### config.mk
export PLATFORM = sky130hd
export DESIGN_NAME = control_sequencer_legv8
export DESIGN_NICKNAME = d
export VERILOG_FILES = /design/src/rtl/control_sequencer_legv8.sv
export SDC_FILE = /design/constraint.sdc
export NUM_CORES = 1
export LEC_CHECK = 0
export ABC_AREA = 1
export BUFFER_PORTS_ARGS = -buffer_cell sky130_fd_sc_hd__clkbuf_2
export CORE_MARGIN = 3
export CORE_UTILIZATION = 35
export CTS_BUF_LIST = sky130_fd_sc_hd__clkbuf_4
export DETAILED_ROUTE_END_ITERATION = 8
export SLEW_MARGIN = 20
export SYNTH_ARGS = -nofsm -noshare
export SYNTH_HDL_FRONTEND = slang
export SYNTH_SLANG_ARGS = --single-unit
### constraint.sdc
create_clock -name clk -period 1.9 [get_ports clk]
set_input_delay 0.19 -clock clk [delete_from_list [all_inputs] [get_ports clk]]
set_output_delay 0.19 -clock clk [all_outputs]
set_load 0.1 [all_outputs]
### src/rtl/control_sequencer_legv8.sv
// Three-cycle FETCH/DECODE/EXECUTE control sequencer for a LEGv8 datapath.
// Optional build macro FLAG_BRANCH_EN enables B.cond decoding; without it B.cond halts.
module control_sequencer_legv8 #(
  parameter int unsigned LINK_REG = 30
) (
  input  logic        clk,
  input  logic        rst_n,
  input  logic [31:0] instruction_i,
  input  logic [4:0]  status_i,
  output logic [29:0] control_word_o,
  output logic [63:0] constant_o,
  output logic [1:0]  state_o,
  output logic        halt_o
);

  typedef enum logic [1:0] {
    S_FETCH   = 2'b00,
    S_DECODE  = 2'b01,
    S_EXECUTE = 2'b10,
    S_HALT    = 2'b11
  } state_e;

  typedef struct packed {
    logic       en_pc;
    logic       en_mem;
    logic       en_alu;
    logic       pc_sel;
    logic       b_sel;
    logic       sl;
    logic       wm;
    logic       wr;
    logic [1:0] ps;
    logic [4:0] fs;
    logic [4:0] sb;
    logic [4:0] sa;
    logic [4:0] da;
  } cw_t;

  localparam logic [4:0] FS_AND = 5'b00000;
  localparam logic [4:0] FS_OR  = 5'b00100;
  localparam logic [4:0] FS_ADD = 5'b01000;
  localparam logic [4:0] FS_SUB = 5'b01001;
  localparam logic [4:0] FS_XOR = 5'b01100;
  localparam logic [4:0] FS_LSL = 5'b10000;
  localparam logic [4:0] FS_LSR = 5'b10100;

  localparam logic [1:0] PS_INC    = 2'b01;
  localparam logic [1:0] PS_REG    = 2'b10;
  localparam logic [1:0] PS_BRANCH = 2'b11;

  localparam logic [4:0] LINK_DA = 5'(LINK_REG);
  localparam logic [4:0] XZR     = 5'd31;

  state_e      state_q;
  logic [31:0] ir_q;
  logic [63:0] constant_q;

  cw_t         exec_cw;
  logic [63:0] const_d;
  logic        valid;
  logic        alu_rr;
  logic        alu_ri;

`ifdef FLAG_BRANCH_EN
  // Condition codes evaluated on the registered flags {V,C,N,Z} = status_i[4:1].
  function automatic logic cond_taken(input logic [3:0] cond, input logic [3:0] vcnz);
    logic v, c, n, z;
    {v, c, n, z} = vcnz;
    unique case (cond)
      4'h0: cond_taken = z;
      4'h1: cond_taken = !z;
      4'h2: cond_taken = c;
      4'h3: cond_taken = !c;
      4'h4: cond_taken = n;
      4'h5: cond_taken = !n;
      4'h6: cond_taken = v;
      4'h7: cond_taken = !v;
      4'h8: cond_taken = c && !z;
      4'h9: cond_taken = !(c && !z);
      4'hA: cond_taken = (n == v);
      4'hB: cond_taken = (n != v);
      4'hC: cond_taken = !z && (n == v);
      4'hD: cond_taken = !(!z && (n == v));
      default: cond_taken = 1'b1;
    endcase
  endfunction
`else
  logic unused_flags;
  assign unused_flags = ^status_i[4:1];
`endif

  always_comb begin
    // NOTE: every output of this block gets a default first so no path can infer a latch.
    exec_cw = '0;
    const_d = '0;
    valid   = 1'b1;
    alu_rr  = 1'b0;
    alu_ri  = 1'b0;
    casez (ir_q[31:21])
      11'b000101?????, 11'b100101?????: begin
        exec_cw.pc_sel = 1'b1;
        exec_cw.ps     = PS_BRANCH;
        const_d        = {{38{ir_q[25]}}, ir_q[25:0]};
        if (ir_q[31]) begin
          exec_cw.en_pc = 1'b1;
          exec_cw.wr    = 1'b1;
          exec_cw.da    = LINK_DA;
        end
      end
      11'b1011010????: begin
        // ir_q[24] distinguishes CBNZ, inverting the sense of the live zero flag.
        exec_cw.fs     = FS_OR;
        exec_cw.sa     = ir_q[4:0];
        exec_cw.sb     = XZR;
        exec_cw.pc_sel = 1'b1;
        exec_cw.ps     = (status_i[0] ^ ir_q[24]) ? PS_BRANCH : PS_INC;
        const_d        = {{45{ir_q[23]}}, ir_q[23:5]};
      end
`ifdef FLAG_BRANCH_EN
      11'b01010100???: begin
        exec_cw.pc_sel = 1'b1;
        exec_cw.ps     = cond_taken(ir_q[3:0], status_i[4:1]) ? PS_BRANCH : PS_INC;
        const_d        = {{45{ir_q[23]}}, ir_q[23:5]};
      end
`endif
      11'b110100101??: begin
        exec_cw.fs     = FS_OR;
        exec_cw.sa     = XZR;
        exec_cw.b_sel  = 1'b1;
        exec_cw.en_alu = 1'b1;
        exec_cw.wr     = 1'b1;
        exec_cw.da     = ir_q[4:0];
        exec_cw.ps     = PS_INC;
        const_d        = 64'(ir_q[20:5]) << {ir_q[22:21], 4'b0000};
      end
      11'b1001000100?: begin exec_cw.fs = FS_ADD; alu_ri = 1'b1; end
      11'b1101000100?: begin exec_cw.fs = FS_SUB; alu_ri = 1'b1; end
      11'b1001001000?: begin exec_cw.fs = FS_AND; alu_ri = 1'b1; end
      11'b1011001000?: begin exec_cw.fs = FS_OR;  alu_ri = 1'b1; end
      11'b1101001000?: begin exec_cw.fs = FS_XOR; alu_ri = 1'b1; end
      11'b10001011000: begin exec_cw.fs = FS_ADD; alu_rr = 1'b1; end
      11'b11001011000: begin exec_cw.fs = FS_SUB; alu_rr = 1'b1; end
      11'b10001010000: begin exec_cw.fs = FS_AND; alu_rr = 1'b1; end
      11'b10101010000: begin exec_cw.fs = FS_OR;  alu_rr = 1'b1; end
      11'b11001010000: begin exec_cw.fs = FS_XOR; alu_rr = 1'b1; end
      11'b10101011000: begin exec_cw.fs = FS_ADD; exec_cw.sl = 1'b1; alu_rr = 1'b1; end
      11'b11101011000: begin exec_cw.fs = FS_SUB; exec_cw.sl = 1'b1; alu_rr = 1'b1; end
      11'b11010011011: begin exec_cw.fs = FS_LSL; alu_rr = 1'b1; end
      11'b11010011010: begin exec_cw.fs = FS_LSR; alu_rr = 1'b1; end
      11'b11010110000: begin
        exec_cw.sa = ir_q[9:5];
        exec_cw.ps = PS_REG;
      end
      11'b11111000010, 11'b11111000000: begin
        exec_cw.fs    = FS_ADD;
        exec_cw.b_sel = 1'b1;
        exec_cw.sa    = ir_q[9:5];
        exec_cw.ps    = PS_INC;
        const_d       = {{55{ir_q[20]}}, ir_q[20:12]};
        if (ir_q[22]) begin
          exec_cw.en_mem = 1'b1;
          exec_cw.wr     = 1'b1;
          exec_cw.da     = ir_q[4:0];
        end else begin
          exec_cw.wm = 1'b1;
          exec_cw.sb = ir_q[4:0];
        end
      end
      default: valid = 1'b0;
    endcase

    if (alu_rr || alu_ri) begin
      exec_cw.en_alu = 1'b1;
      exec_cw.wr     = 1'b1;
      exec_cw.da     = ir_q[4:0];
      exec_cw.sa     = ir_q[9:5];
      exec_cw.sb     = ir_q[20:16];
      exec_cw.b_sel  = alu_ri;
      exec_cw.ps     = PS_INC;
      // Shift forms carry shamt in the constant; I-type carries imm12.
      const_d        = alu_ri ? 64'(ir_q[21:10]) : 64'(ir_q[15:10]);
    end
  end

  // NOTE: the async reset forces FETCH, so the combinational control word drops to zero at once.
  always_ff @(posedge clk or negedge rst_n) begin
    if (!rst_n) begin
      state_q    <= S_FETCH;
      ir_q       <= '0;
      constant_q <= '0;
    end else begin
      unique case (state_q)
        S_FETCH: begin
          ir_q    <= instruction_i;
          state_q <= S_DECODE;
        end
        S_DECODE: begin
          constant_q <= const_d;
          state_q    <= valid ? S_EXECUTE : S_HALT;
        end
        S_EXECUTE: state_q <= S_FETCH;
        default:   state_q <= S_HALT;
      endcase
    end
  end

  assign control_word_o = (state_q == S_EXECUTE) ? exec_cw : '0;
  assign constant_o     = constant_q;
  assign state_o        = state_q;
  assign halt_o         = (state_q == S_HALT);

endmodule

==> impl_metrics.tcl <==
set metrics [dict create \
    synth_seq_cells 98 \
    setup_viol 91 \
    gr-total-overflow 0 \
    grt_usage_pct 25.3 \
    fin_util_pct 65.3 \
    tightest_slew_ns 0.628 \
    final-seq-area_sq_mm 0.00247 \
    final_cell_mix "nand2_1 (308), buf_4 (127), clkbuf_2 (100)" \
    power.leakage_uw 0.00541 \
    fin_skew_ns 0.0248 \
    power_switching_uw 8080 \
    fillCellCount 1280 \
    drtPass1Iterations 5 \
    clockRootBuffer "clkbuf_4" \
    gp_congestion 0.910 \
    grt_setup_unrepaired "yes" \
    core_sq_mm 0.0159 \
    hpwl_mm 15.6 \
    ant_nets 0 \
    dieArea_sq_mm 0.0179 \
    cp-start-kind "flip-flop" \
    fp-row-count 46 \
    internal-power_uw 5790 \
    htree_num_levels 3 \
    ios 136 \
    maxSlewHeadroom_pct 58.1 \
    worst_hold_path_type "input pin to asynchronous set/reset pin" \
    power_uw 13900 \
    num_antenna_cells 0 \
    die_w_microns 134 \
    timing.final.crit_share_pct 143 \
    slew_violations 0 \
    numCtsBuffers 9 \
    stdcell_count 1388 \
    dr_wl_met3_mm 1.68 \
    preCtsSetupSlack_ns -0.298 \
    cts_tree "yes" \
    top_layer_used "met4" \
    wirelength_met1_mm 9.57 \
    antenna_found_initial 0 \
    p_clk_share_pct 8.6 \
    initial_core_util_pct 35.8 \
    io_buffers 130 \
    synth_cell_type_count 35 \
    critPathCaptureType "primary output" \
    power_frac_seq_pct 26.9 \
    fin_ws_ns -0.810 \
    num_vias 7042 \
    powerDensity_mw_per_mm2 1330 \
    drt-wirelength-per-cell_microns 17.5 \
    cap_violations 0 \
    whs_ns 0.211 \
    power_frac_comb_pct 64.6 \
    wl_met2_mm 11.9 \
    clk_pin_slew_ns 0.16 \
    drive_above_1_share_pct 48.5 \
    cts_num_sinks 98 \
    grt_max_degree 42 \
    hold_violations 0 \
    peakVddDrop_v 0.000843 \
    violations "setup timing" \
    crit_arrival_ns 2.52 \
    syn_nets 884 \
    wirelength_mm 24.2 \
    worstSetupPathType "flip-flop to primary output" \
    avgSynthCellArea_sq_um 6.76 \
    yosys_warnings 0 \
    dp_cells 1267 \
    multi_input_area_sq_mm 0.00393 \
    grt_pass1_vias 6685 \
    viasPerCell 5.07 \
    outcome "finished with violations" \
    grt_pass1_wl_mm 35.5 \
    fin_crit_ns 2.71 \
    insertion_delay_ns 0.51 \
    syn_to_final_growth_pct 82.1 \
    drc_errors 0 \
    nets 1206 \
    syn_inst 845 \
    final_common_cell "nand2_1" \
    die_h_microns 134 \
    drtIter0Drc 591 \
    syn-cell-area_sq_mm 0.00571 \
    swShare_pct 58.2 \
    ys_seq_area_share_pct 42.9 \
    cp.required_ns 1.71 \
    clock.fmax_mhz 369 \
    clk_path_buf_depth 2 \
    crit_path_max_fanout 5 \
]
==> registers in the layout (all words and copies together), names as in the netlist <==
name,count
constant_o,64
ir_q,32
state_o,2
==> worst max-delay path: stages (launching register included) <==
cell        delay (ns)
dfrtp_1           0.43
buf_4             0.17
nand2_2           0.10
nor2_4            0.06
nand3b_1          0.17
nand2_1           0.15
nor2_4            0.16
nand2_2           0.09
nor2_2            0.14
nand2_2           0.08
nand2_4           0.15
clkinvlp_4        0.13
buf_12            0.17
==> through the flow <==
step	instance area [sq um]	setup TNS, ns
after floorplan	6170	-3.13
after global placement	8260	-7.37
after detailed placement	8260	-7.83
after CTS	9590	-29.72
after global routing	10400	-44.50
final	10400	-36.63
==> repair_timing <==
| action | 4_1_cts | 5_1_grt |
|---|---|---|
| cloned | 3 | 5 |
| pin swaps | 44 | 92 |
| hold buffers | 33 | 0 |
| endpoints found under the setup margin | 86 | 94 |
| resized for setup | 119 | 154 |
| buffers inserted | 45 | 37 |
| hold endpoints to repair | 69 | 0 |
==> final cells by class <==
type | instances | share of cell area (%)
clock buffer | 9 | 0.649
tap | 216 | 2.60
timing repair buffer | 357 | 31.9
multi-input combinational | 639 | 37.8
clock inverter | 7 | 0.722
sequential | 98 | 23.7
inverter | 62 | 2.68
==> power groups by stage <==
stage / Clock, uW / Combinational, uW / Sequential, uW
6_report: 1190 / 8960 / 3730
5_1_grt: 1310 / 9370 / 3820
4_1_cts: 1210 / 8010 / 3670
3_5_place_dp: 0 / 7240 / 3680
3_3_place_gp: 0 / 7220 / 3660
2_1_floorplan: 0 / 2580 / 6060
==> cells in the mapped netlist, drive strengths merged <==
master | count | area share, %
o2111ai | 2 | 0.31
o211ai | 8 | 1.1
xnor2 | 1 | 0.15
o21ai | 45 | 3.9
conb | 1 | 0.066
a21oi | 25 | 2.3
nand3 | 72 | 6.6
o22ai | 4 | 0.44
nor2 | 82 | 6.3
dfrtp | 98 | 43
nand3b | 2 | 0.26
nand2 | 370 | 25
clkbuf | 27 | 1.8
clkinv | 2 | 0.15
a211oi | 1 | 0.13
mux2 | 4 | 0.79
buf | 19 | 2.1
inv | 60 | 4.0
nor3 | 13 | 1.1
nand4 | 5 | 0.55
a31oi | 4 | 0.44
==> metal layers <==
metal | vias up | global-route usage (%)
met5 | - | 0
met4 | 0 | 9.37
met3 | 71 | 5.85
met2 | 297 | 42.3
met1 | 3343 | 31.9
li1 | 3331 | -
==> final timing paths <==
check,cells after the start,slack [ns],end,from
max,12,-0.81,control_word_o[22],ir_q[28]
min,2,0.21,constant_o[11],rst_n
max reg2reg,21,-0.63,constant_o[4],ir_q[22]
min reg2reg,2,0.49,constant_o[21],constant_o[21]
max in group asynchronous,3,1.08,constant_o[56],rst_n
min in group clk,4,0.41,ir_q[30],instruction_i[30]
==> cell families (layout without fill, tap and decap cells) <==
group,count (synthesis),count (layout),share of synthesized area [%]
mux,4,4,0.789
other cells,1,1,0.0657
buf+inv,108,435,8.02
xor+xnor,1,1,0.153
flops,98,98,42.9
compound gates,89,89,8.57
simple gates,544,544,39.5
Note: power is estimated with default switching activity, not from simulation.
